File: config.mk
export PLATFORM = sky130hd
export DESIGN_NAME = noc_virtual_channel_flat
export DESIGN_NICKNAME = d
export VERILOG_FILES = /design/src/rtl/noc_virtual_channel_if.sv /design/src/rtl/noc_virtual_channel.sv /design/src/flat_wrapper.sv
export SDC_FILE = /design/constraint.sdc
export NUM_CORES = 1
export LEC_CHECK = 0
export ABC_AREA = 1
export BUFFER_PORTS_ARGS = -buffer_cell sky130_fd_sc_hd__buf_2
export CELL_PAD_IN_SITES_DETAIL_PLACEMENT = 0
export CELL_PAD_IN_SITES_GLOBAL_PLACEMENT = 2
export CORE_ASPECT_RATIO = 0.75
export CORE_MARGIN = 2
export CORE_UTILIZATION = 36
export CTS_BUF_LIST = sky130_fd_sc_hd__clkbuf_16
export DETAILED_ROUTE_END_ITERATION = 7
export PLACE_DENSITY = 0.82
export SLEW_MARGIN = 20
export SYNTH_ARGS = -nofsm -noshare
export SYNTH_HDL_FRONTEND = slang
export SYNTH_SLANG_ARGS = --single-unit
File: constraint.sdc
create_clock -name clk_i -period 2.7 [get_ports clk_i]
set_input_delay 0.135 -clock clk_i [delete_from_list [all_inputs] [get_ports clk_i]]
set_output_delay 0.135 -clock clk_i [all_outputs]
set_load 0.03 [all_outputs]
File: src/rtl/noc_virtual_channel_if.sv
// noc_virtual_channel_if: flit in/out, allocation/credit handshake and route request bundle of one VC buffer
interface noc_virtual_channel_if #(
    parameter int FLIT_W  = 10,
    parameter int OUT_N_W = 3
);
    logic [FLIT_W-1:0]  data_i;
    logic               wr_en_i;
    logic               chan_alloc_i;
    logic               chan_rdy_i;
    logic [FLIT_W-1:0]  data_o;
    logic               data_vld_o;
    logic [FLIT_W-1:0]  header_o;
    logic [OUT_N_W-1:0] route_res_o;
    logic               route_res_vld_o;
    logic               rdy_o;
    modport slave (
        input  data_i, wr_en_i, chan_alloc_i, chan_rdy_i,
        output data_o, data_vld_o, header_o, route_res_o, route_res_vld_o, rdy_o
    );
    modport master (
        output data_i, wr_en_i, chan_alloc_i, chan_rdy_i,
        input  data_o, data_vld_o, header_o, route_res_o, route_res_vld_o, rdy_o
    );
endinterface

File: src/rtl/noc_virtual_channel.sv
// noc_virtual_channel: 2D-mesh router VC input buffer (flit FIFO, XY route of head packet, credit-gated forwarding)
// Ports: clk_i, rst_ni (async active-low); bus (slave): data_i/wr_en_i in, chan_alloc_i/chan_rdy_i handshake,
// data_o/data_vld_o out, header_o/route_res_o/route_res_vld_o route request, rdy_o = FIFO not full.
// Option: define VC_HOP_INC_EN to increment the header hop count (mod 2**HOP_CNT_W) on header_o and the forwarded header.
module noc_virtual_channel #(
    parameter int         VC_DEPTH_W  = 2,
    parameter int         FLIT_DATA_W = 8,
    parameter int         FLIT_ID_W   = 2,
    parameter logic [3:0] COL_CORD    = 4'd1,
    parameter logic [3:0] ROW_CORD    = 4'd1,
    parameter int         COL_ADDR_W  = 2,
    parameter int         ROW_ADDR_W  = 2,
    parameter int         OUT_N_W     = 3,
    parameter int         HOP_CNT_W   = 4,
    parameter int         FLIT_W      = FLIT_DATA_W + FLIT_ID_W
) (
    input  logic                  clk_i,
    input  logic                  rst_ni,
    noc_virtual_channel_if.slave  bus
);
    localparam int DEPTH   = 1 << VC_DEPTH_W;
    localparam int CW      = COL_ADDR_W > 4 ? COL_ADDR_W : 4;
    localparam int RW      = ROW_ADDR_W > 4 ? ROW_ADDR_W : 4;
    localparam int HOP_LSB = COL_ADDR_W + ROW_ADDR_W;
    localparam logic [FLIT_ID_W-1:0] ID_HDR  = FLIT_ID_W'(1);
    localparam logic [FLIT_ID_W-1:0] ID_TAIL = FLIT_ID_W'(3);
    localparam logic [OUT_N_W-1:0] LOCAL = OUT_N_W'(0);
    localparam logic [OUT_N_W-1:0] NORTH = OUT_N_W'(1);
    localparam logic [OUT_N_W-1:0] EAST  = OUT_N_W'(2);
    localparam logic [OUT_N_W-1:0] SOUTH = OUT_N_W'(3);
    localparam logic [OUT_N_W-1:0] WEST  = OUT_N_W'(4);

    typedef enum logic [1:0] {IDLE, ROUTE, ACTIVE} state_e;

    state_e                state_q, state_d;
    logic [FLIT_W-1:0]     mem_q [DEPTH];
    logic [VC_DEPTH_W-1:0] wr_ptr_q, rd_ptr_q;
    logic [VC_DEPTH_W:0]   cnt_q;
    logic [FLIT_W-1:0]     hdr_q, head, head_fix;
    logic [FLIT_ID_W-1:0]  head_id;
    logic [OUT_N_W-1:0]    route_q, route_d;
    logic [CW-1:0]         dcol;
    logic [RW-1:0]         drow;
    logic                  full, empty, push, pop, latch, fwd;

    assign full    = cnt_q == (VC_DEPTH_W+1)'(DEPTH);
    assign empty   = cnt_q == '0;
    assign push    = bus.wr_en_i && !full;
    assign head    = mem_q[rd_ptr_q];
    assign head_id = head[FLIT_W-1 -: FLIT_ID_W];
    assign dcol    = CW'(head[COL_ADDR_W-1:0]);
    assign drow    = RW'(head[COL_ADDR_W +: ROW_ADDR_W]);
    assign route_d = dcol > CW'(COL_CORD) ? EAST  :
                     dcol < CW'(COL_CORD) ? WEST  :
                     drow > RW'(ROW_CORD) ? SOUTH :
                     drow < RW'(ROW_CORD) ? NORTH : LOCAL;

    always_comb begin
        head_fix = head;
`ifdef VC_HOP_INC_EN
        head_fix[HOP_LSB +: HOP_CNT_W] = head[HOP_LSB +: HOP_CNT_W] + HOP_CNT_W'(1);
`endif
    end

    // IDLE drops any non-header flit at the head so a stray body/tail cannot wedge the VC.
    always_comb begin
        state_d = state_q;
        pop     = 1'b0;
        fwd     = 1'b0;
        latch   = 1'b0;
        case (state_q)
            IDLE: begin
                latch   = !empty && head_id == ID_HDR;
                pop     = !empty && head_id != ID_HDR;
                state_d = latch ? ROUTE : IDLE;
            end
            ROUTE:  state_d = bus.chan_alloc_i ? ACTIVE : ROUTE;
            ACTIVE: begin
                fwd     = !empty && bus.chan_rdy_i;
                pop     = fwd;
                state_d = fwd && head_id == ID_TAIL ? IDLE : ACTIVE;
            end
            default: state_d = IDLE;
        endcase
    end

    always_ff @(posedge clk_i or negedge rst_ni) begin
        if (!rst_ni) begin
            state_q  <= IDLE;
            wr_ptr_q <= '0;
            rd_ptr_q <= '0;
            cnt_q    <= '0;
            hdr_q    <= '0;
            route_q  <= '0;
        end else begin
            state_q  <= state_d;
            wr_ptr_q <= wr_ptr_q + VC_DEPTH_W'(push);
            rd_ptr_q <= rd_ptr_q + VC_DEPTH_W'(pop);
            cnt_q    <= cnt_q + (VC_DEPTH_W+1)'(push) - (VC_DEPTH_W+1)'(pop);
            if (latch) begin
                hdr_q   <= head_fix;
                route_q <= route_d;
            end
        end
    end

    always_ff @(posedge clk_i) begin
        if (push) mem_q[wr_ptr_q] <= bus.data_i;
    end

    assign bus.data_o          = head_id == ID_HDR ? head_fix : head;
    assign bus.data_vld_o      = fwd;
    assign bus.header_o        = hdr_q;
    assign bus.route_res_o     = route_q;
    assign bus.route_res_vld_o = state_q == ROUTE;
    assign bus.rdy_o           = !full;
endmodule

File: src/flat_wrapper.sv
// flat-port wrapper written by rule: the top's interface ports become plain ports
module noc_virtual_channel_flat 
#(
    parameter int         VC_DEPTH_W  = 2,
    parameter int         FLIT_DATA_W = 8,
    parameter int         FLIT_ID_W   = 2,
    parameter logic [3:0] COL_CORD    = 4'd1,
    parameter logic [3:0] ROW_CORD    = 4'd1,
    parameter int         COL_ADDR_W  = 2,
    parameter int         ROW_ADDR_W  = 2,
    parameter int         OUT_N_W     = 3,
    parameter int         HOP_CNT_W   = 4,
    parameter int         FLIT_W      = FLIT_DATA_W + FLIT_ID_W
)
  (clk_i, rst_ni, bus_data_i, bus_wr_en_i, bus_chan_alloc_i, bus_chan_rdy_i, bus_data_o, bus_data_vld_o, bus_header_o, bus_route_res_o, bus_route_res_vld_o, bus_rdy_o);
  noc_virtual_channel_if #(.FLIT_W(FLIT_W), .OUT_N_W(OUT_N_W)) bus_i ();
  input  logic clk_i;
  input  logic rst_ni;
  input wire logic [$bits(bus_i.data_i)-1:0] bus_data_i;
  input wire logic [$bits(bus_i.wr_en_i)-1:0] bus_wr_en_i;
  input wire logic [$bits(bus_i.chan_alloc_i)-1:0] bus_chan_alloc_i;
  input wire logic [$bits(bus_i.chan_rdy_i)-1:0] bus_chan_rdy_i;
  output wire logic [$bits(bus_i.data_o)-1:0] bus_data_o;
  output wire logic [$bits(bus_i.data_vld_o)-1:0] bus_data_vld_o;
  output wire logic [$bits(bus_i.header_o)-1:0] bus_header_o;
  output wire logic [$bits(bus_i.route_res_o)-1:0] bus_route_res_o;
  output wire logic [$bits(bus_i.route_res_vld_o)-1:0] bus_route_res_vld_o;
  output wire logic [$bits(bus_i.rdy_o)-1:0] bus_rdy_o;
  assign bus_i.data_i = bus_data_i;
  assign bus_i.wr_en_i = bus_wr_en_i;
  assign bus_i.chan_alloc_i = bus_chan_alloc_i;
  assign bus_i.chan_rdy_i = bus_chan_rdy_i;
  assign bus_data_o = bus_i.data_o;
  assign bus_data_vld_o = bus_i.data_vld_o;
  assign bus_header_o = bus_i.header_o;
  assign bus_route_res_o = bus_i.route_res_o;
  assign bus_route_res_vld_o = bus_i.route_res_vld_o;
  assign bus_rdy_o = bus_i.rdy_o;
  noc_virtual_channel #(.VC_DEPTH_W(VC_DEPTH_W), .FLIT_DATA_W(FLIT_DATA_W), .FLIT_ID_W(FLIT_ID_W), .COL_CORD(COL_CORD), .ROW_CORD(ROW_CORD), .COL_ADDR_W(COL_ADDR_W), .ROW_ADDR_W(ROW_ADDR_W), .OUT_N_W(OUT_N_W), .HOP_CNT_W(HOP_CNT_W), .FLIT_W(FLIT_W)) u_core (.clk_i(clk_i), .rst_ni(rst_ni), .bus(bus_i));
endmodule
# Word level (Yosys, flattened, before mapping)
# Memories as Yosys holds them, arrays and structs flattened.
# Index checks and enable logic that the tools add are counted.
# word_totals
reg_bits	22
mem_bits_rw	40
in_bits	15
output_inout_bits	26
elab_cells	43
n_memories	1
# mem_list
name	words	word_bits	rd	rd_clocked_by_memory_dff	wr	line	text
u_core.mem_q	4	10	1	0	1	noc_virtual_channel.sv:36	logic [FLIT_W-1:0] mem_q [DEPTH];
# op_classes
addsub	4
order_cmp	4
eq_ne	6
mux	13
reduce_logical	9
# ops
cell	n
two-way mux 3 bit	3
two-way mux 1 bit	6
one-hot mux 2 bit (3 select lines)	1
logical AND 1 bit	5
adder 2 x 1 -> 2 bit	2
== test 2 x 1 -> 1 bit, second input constant	2
== test 2 bit, second input constant	2
> comparator 2 x 1 -> 1 bit, second input constant	2
< comparator 2 x 1 -> 1 bit, second input constant	2
two-way mux 2 bit	2
adder 3 x 1 -> 3 bit	1
== test 3 bit, second input constant	1
logical NOT 3 bit	1
subtractor 3 x 1 -> 3 bit	1
logical NOT 1 bit	2
logical NOT 2 bit	1
inequality test 2 x 1 -> 1 bit, second input constant	1
one-hot mux 1 bit (2 select lines)	1

# Logic depth before layout (Yosys ltp)
# logic_depth
ltp_word	6
mapped_depth	14

# Worst setup path before layout
# OpenSTA, ideal clock, no wires.
# synth_timing
path_kind	flip-flop to flip-flop
start	register u_core.rd_ptr_q[0]
end	register u_core.cnt_q[2]
setup_ns	0.123
arrival_ns	1.914
required_ns	2.577
slack_ns	0.663
path_stages_with_launch	14
path_buffers	0
period_less_slack_ns	2.037
cell_sequence	dfrtp_1 > inv_2 > nand2_1 > nand3_1 > nand2_1 > nand2_1 > nand2_1 > nand2_2 > nand2_1 > nand2_1 > ha_1 > inv_1 > fa_1 > xnor2_1
# synth_between
elab_chain_len	5
# synth_rtl
item	line	text
start: declaration	noc_virtual_channel.sv:37	logic [VC_DEPTH_W-1:0] wr_ptr_q, rd_ptr_q;
start signal: assignment	noc_virtual_channel.sv:98	rd_ptr_q <= rd_ptr_q + VC_DEPTH_W'(pop);
memory (4 x 10 bit)	n/a	
net bus_data_o[8]	flat_wrapper.sv:23	output wire logic [$bits(bus_i.data_o)-1:0] bus_data_o;
inequality test 2 x 1 -> 1 bit	noc_virtual_channel.sv:74	pop = !empty && head_id != ID_HDR;
logical AND 1 bit	noc_virtual_channel.sv:74	
one-hot mux 1 bit (2 select lines)	noc_virtual_channel.sv:71	case (state_q)
subtractor 3 x 1 -> 3 bit	noc_virtual_channel.sv:99	cnt_q <= cnt_q + (VC_DEPTH_W+1)'(push) - (VC_DEPTH_W+1)'(pop);
end signal: assignment	noc_virtual_channel.sv:99	
end: declaration	noc_virtual_channel.sv:38	logic [VC_DEPTH_W:0] cnt_q;
# The timed path passes the listed nets, and every way through them passes these cells.
# A chain may end at the register's enable or synchronous reset.

# Final worst setup path
# layout_timing
start	register u_core.rd_ptr_q[0]
end	register u_core.cnt_q[1]
# layout_between
elab_chain_len	5
# layout_rtl
item	line
memory (4 x 10 bit)	n/a
inequality test 2 x 1 -> 1 bit	noc_virtual_channel.sv:74
logical AND 1 bit	noc_virtual_channel.sv:74
one-hot mux 1 bit (2 select lines)	noc_virtual_channel.sv:71
subtractor 3 x 1 -> 3 bit	noc_virtual_channel.sv:99
# Every way passes these cells.

==> results_dict.tcl <==
set metrics [dict create \
    status "complete, no violations" \
    seqPwrFrac_pct 33.1 \
    whs_ps 21.59 \
    ctsHtreeMaxLevel 3 \
    critical_path_class "flop to flop" \
    synth_top_area_share_pct 47.31 \
    grt_usage_pct 14.64 \
    synthSimpleGateAreaFrac_pct 18.09 \
    finalWeightedCongestion 0.7556 \
    first_pass_iters 4 \
    ys_ff_latch 62 \
    nets 297 \
    switchingPower_uw 1818 \
    worst_skew_pair.late_latency_ps 320 \
    fin_crit_ps 2244 \
    grt_remaining_overflow 0 \
    antenna_found_initial 0 \
    synthMostInstantiatedCell "nand2_1" \
    ff2ff_path_depth 13 \
    viasPerCell 4.571 \
    async_flop_share_pct 35.48 \
    combPwrFrac_pct 40.3 \
    clk_pin_slew_ps 60 \
    worst_slew_pin_slew_ps 514.4 \
    ios 41 \
    drc_errors 0 \
    cts_tree "built" \
    synth_top_cell_by_area "edfxtp_1" \
    synth_top_family_by_area "simple AND/OR/NAND/NOR gates" \
    syn-num-nets 244 \
    synth-compound-area-share_pct 4.485 \
    synth_xor_area_share_pct 1.035 \
    fin_tns_setup_ps 0 \
    wl_um 5182 \
    numPortBuffers 40 \
    max_slew_margin_pct 65.71 \
    pwr_density_cell_nw_per_um2 1373 \
    netlist_instances 226 \
    synth.mux.area_fraction_pct 0 \
    placeableCoreArea_um2 6832 \
    p_leak_uw 0.001436 \
    internal_power_uw 2535 \
    skew_ps 4.660 \
    synth_warnings 0 \
    areaGrowthSynthToFinish_pct 24.84 \
    grt_pass1_vias 1579 \
    crit_required_ps 2960 \
    die_area_um2 7747 \
    cp-end-kind "flop" \
    syn_area_um2 2539 \
    via_count 1682 \
    die_h_um 76.73 \
    synth_enable_flop_cells 40 \
    layout_worst_path_cycle_share_pct 83.12 \
    drt_first_iter_violations 150 \
    cp_data_arrival_time_ps 2510 \
    slew_violations 0 \
    grt_first_pass_wirelength_um 8252 \
    synthTopCellsByCount "nand2_1, edfxtp_1, dfrtp_1, inv_1, nor2_1" \
    die_w_um 101.0 \
    yosysSeqAreaShare_pct 69.00 \
    fmax_mhz 445.6 \
    rows 26 \
    clk_path_buf_depth 2 \
    numClockSinks 62 \
    crit_fanout 13 \
    min_path_type "input pin to flop" \
    grt_max_degree 23 \
    cap_violations 0 \
    rsz0062_at_grt "false" \
    ctsResizeCount 0 \
    start_util_pct 37.16 \
    critPathLaunchType "flop" \
    cts_buffers 9 \
    drtAntennaViolNets 0 \
    whs_path_depth 1 \
    avgSynthCellArea_um2 11.23 \
    synth_fa_ha_area_share_pct 1.774 \
    finalSetupViolations 0 \
    synthFlopType "edfxtp_1" \
    drive_gt1_share_pct 25.70 \
    n_fill_cell 648 \
    pwr-share-clk_pct 26.6 \
    post_drt_wl_per_cell_um 14.08 \
    ctsRootBufferMaster "clkbuf_16" \
    ir_drop_uv 583.6 \
    sw_frac_of_total_pct 41.76 \
    ys_top_cells_by_area "edfxtp_1, dfrtp_1, nand2_1" \
    synth_cell_types 24 \
    antenna_cells 0 \
    post-dp-hpwl_um 3568 \
    hold_viol 0 \
]
## placed cells by master (no fill, tap or decap)
cell	n
buf_4	7
nor2_1	17
o31ai_1	1
ha_1	2
or2_1	1
xor2_1	1
buf_2	40
a21oi_1	1
clkbuf_16	9
inv_2	2
nand2_2	5
fa_1	1
clkinv_4	1
o22ai_1	5
o21ai_0	14
nand2_1	61
dlygate4sd3_1	2
inv_6	3
nor2_2	1
edfxtp_1	40
nor3_1	5
inv_1	22
nand3_4	1
nand3_1	14
nand3_2	1
clkinvlp_4	2
dfrtp_1	22
bufinv_16	1
xnor2_1	2
## flip-flops by register name, summed over array words and instances (netlist names)
| register | cells |
|---|---|
| u_core.wr_ptr_q | 2 |
| u_core.state_q | 2 |
| u_core.bus.route_res_o | 3 |
| u_core.mem_q | 40 |
| u_core.rd_ptr_q | 2 |
| u_core.cnt_q | 3 |
| u_core.bus.header_o | 10 |
## cell type report
type / instances / area, um^2 / share of cell area [%]
flip-flops and latches: 62 / 1752 / 55.27
inverters: 24 / 90.09 / 2.842
well taps: 84 / 105.1 / 3.316
repair buffers: 49 / 272.8 / 8.606
multi-input cells: 133 / 644.4 / 20.33
clock buffers: 9 / 225.2 / 7.106
clock inverters: 7 / 80.08 / 2.527
## power groups by stage
stage | Combinational [uW] | Clock, uW | Sequential (uW)
3_3_place_gp | 1780 | 0 | 1460
3_5_place_dp | 1780 | 0 | 1460
2_1_floorplan | 1180 | 0 | 1570
4_1_cts | 1790 | 1190 | 1440
5_1_grt | 1980 | 1230 | 1470
6_report | 1750 | 1160 | 1440
## cell families (layout without fill, tap and decap cells)
logic type	Yosys count	count (layout)
and+or+nand+nor	106	106
buffers and inverters	31	89
DFF	62	62
adders and majority gates	3	3
AOI/OAI and AO/OA	21	21
xor gates and xnor gates	3	3
## per-layer routing
metal	global-route usage, %	wire, um	vias up
met3	6.108	420	2
met1	21.63	2538	771
li1	-	-	854
met5	0	0	-
met2	19.67	2204	55
met4	4.054	18	0
## worst max-delay path: stages, from the launching register on
cell     delay, ps
dfrtp_1        580
inv_2          180
nand2_1        100
nand3_1         60
nand2_1        170
nand2_1         70
nand2_1        110
nand2_2         90
nand2_1         80
nand2_1         60
ha_1           170
inv_1           70
fa_1           400
inv_1           60
## metrics by stage
step / std cells / util, % / setup WS (ps) / total power (uW) / area [um^2]
6_report: 368 / 46.39 / 455.7 / 4353 / 3169
5_1_grt: 368 / 46.39 / 160.5 / 4684 / 3169
4_1_cts: 368 / 46.39 / 431.4 / 4420 / 3169
3_5_place_dp: 350 / 41.63 / 432.9 / 3243 / 2844
3_3_place_gp: 350 / 41.63 / 510.9 / 3237 / 2844
2_1_floorplan: 226 / - / 663.4 / 2747 / 2539
## path summary, 6_finish.rpt
check / slack [ps] / from / end
max: 460 / u_core.rd_ptr_q[0]$_DFF_PN0_ / u_core.cnt_q[1]$_DFF_PN0_
min: 20 / bus_data_i[6] / u_core.mem_q[1][6]$_DFFE_PP_
max reg2reg: 460 / u_core.rd_ptr_q[0]$_DFF_PN0_ / u_core.cnt_q[1]$_DFF_PN0_
min reg2reg: 460 / u_core.bus.header_o[9]$_DFFE_PN0P_ / u_core.bus.header_o[9]$_DFFE_PN0P_
max in group asynchronous: 2030 / rst_ni / u_core.bus.header_o[3]$_DFFE_PN0P_
min in group asynchronous: 320 / rst_ni / u_core.state_q[0]$_DFF_PN0_
## repair_timing
action,in CTS,in global routing
hold endpoints to repair,23,0
hold buffers,2,0
buffers inserted,0,0
Note: power is estimated with default switching activity, not from simulation.
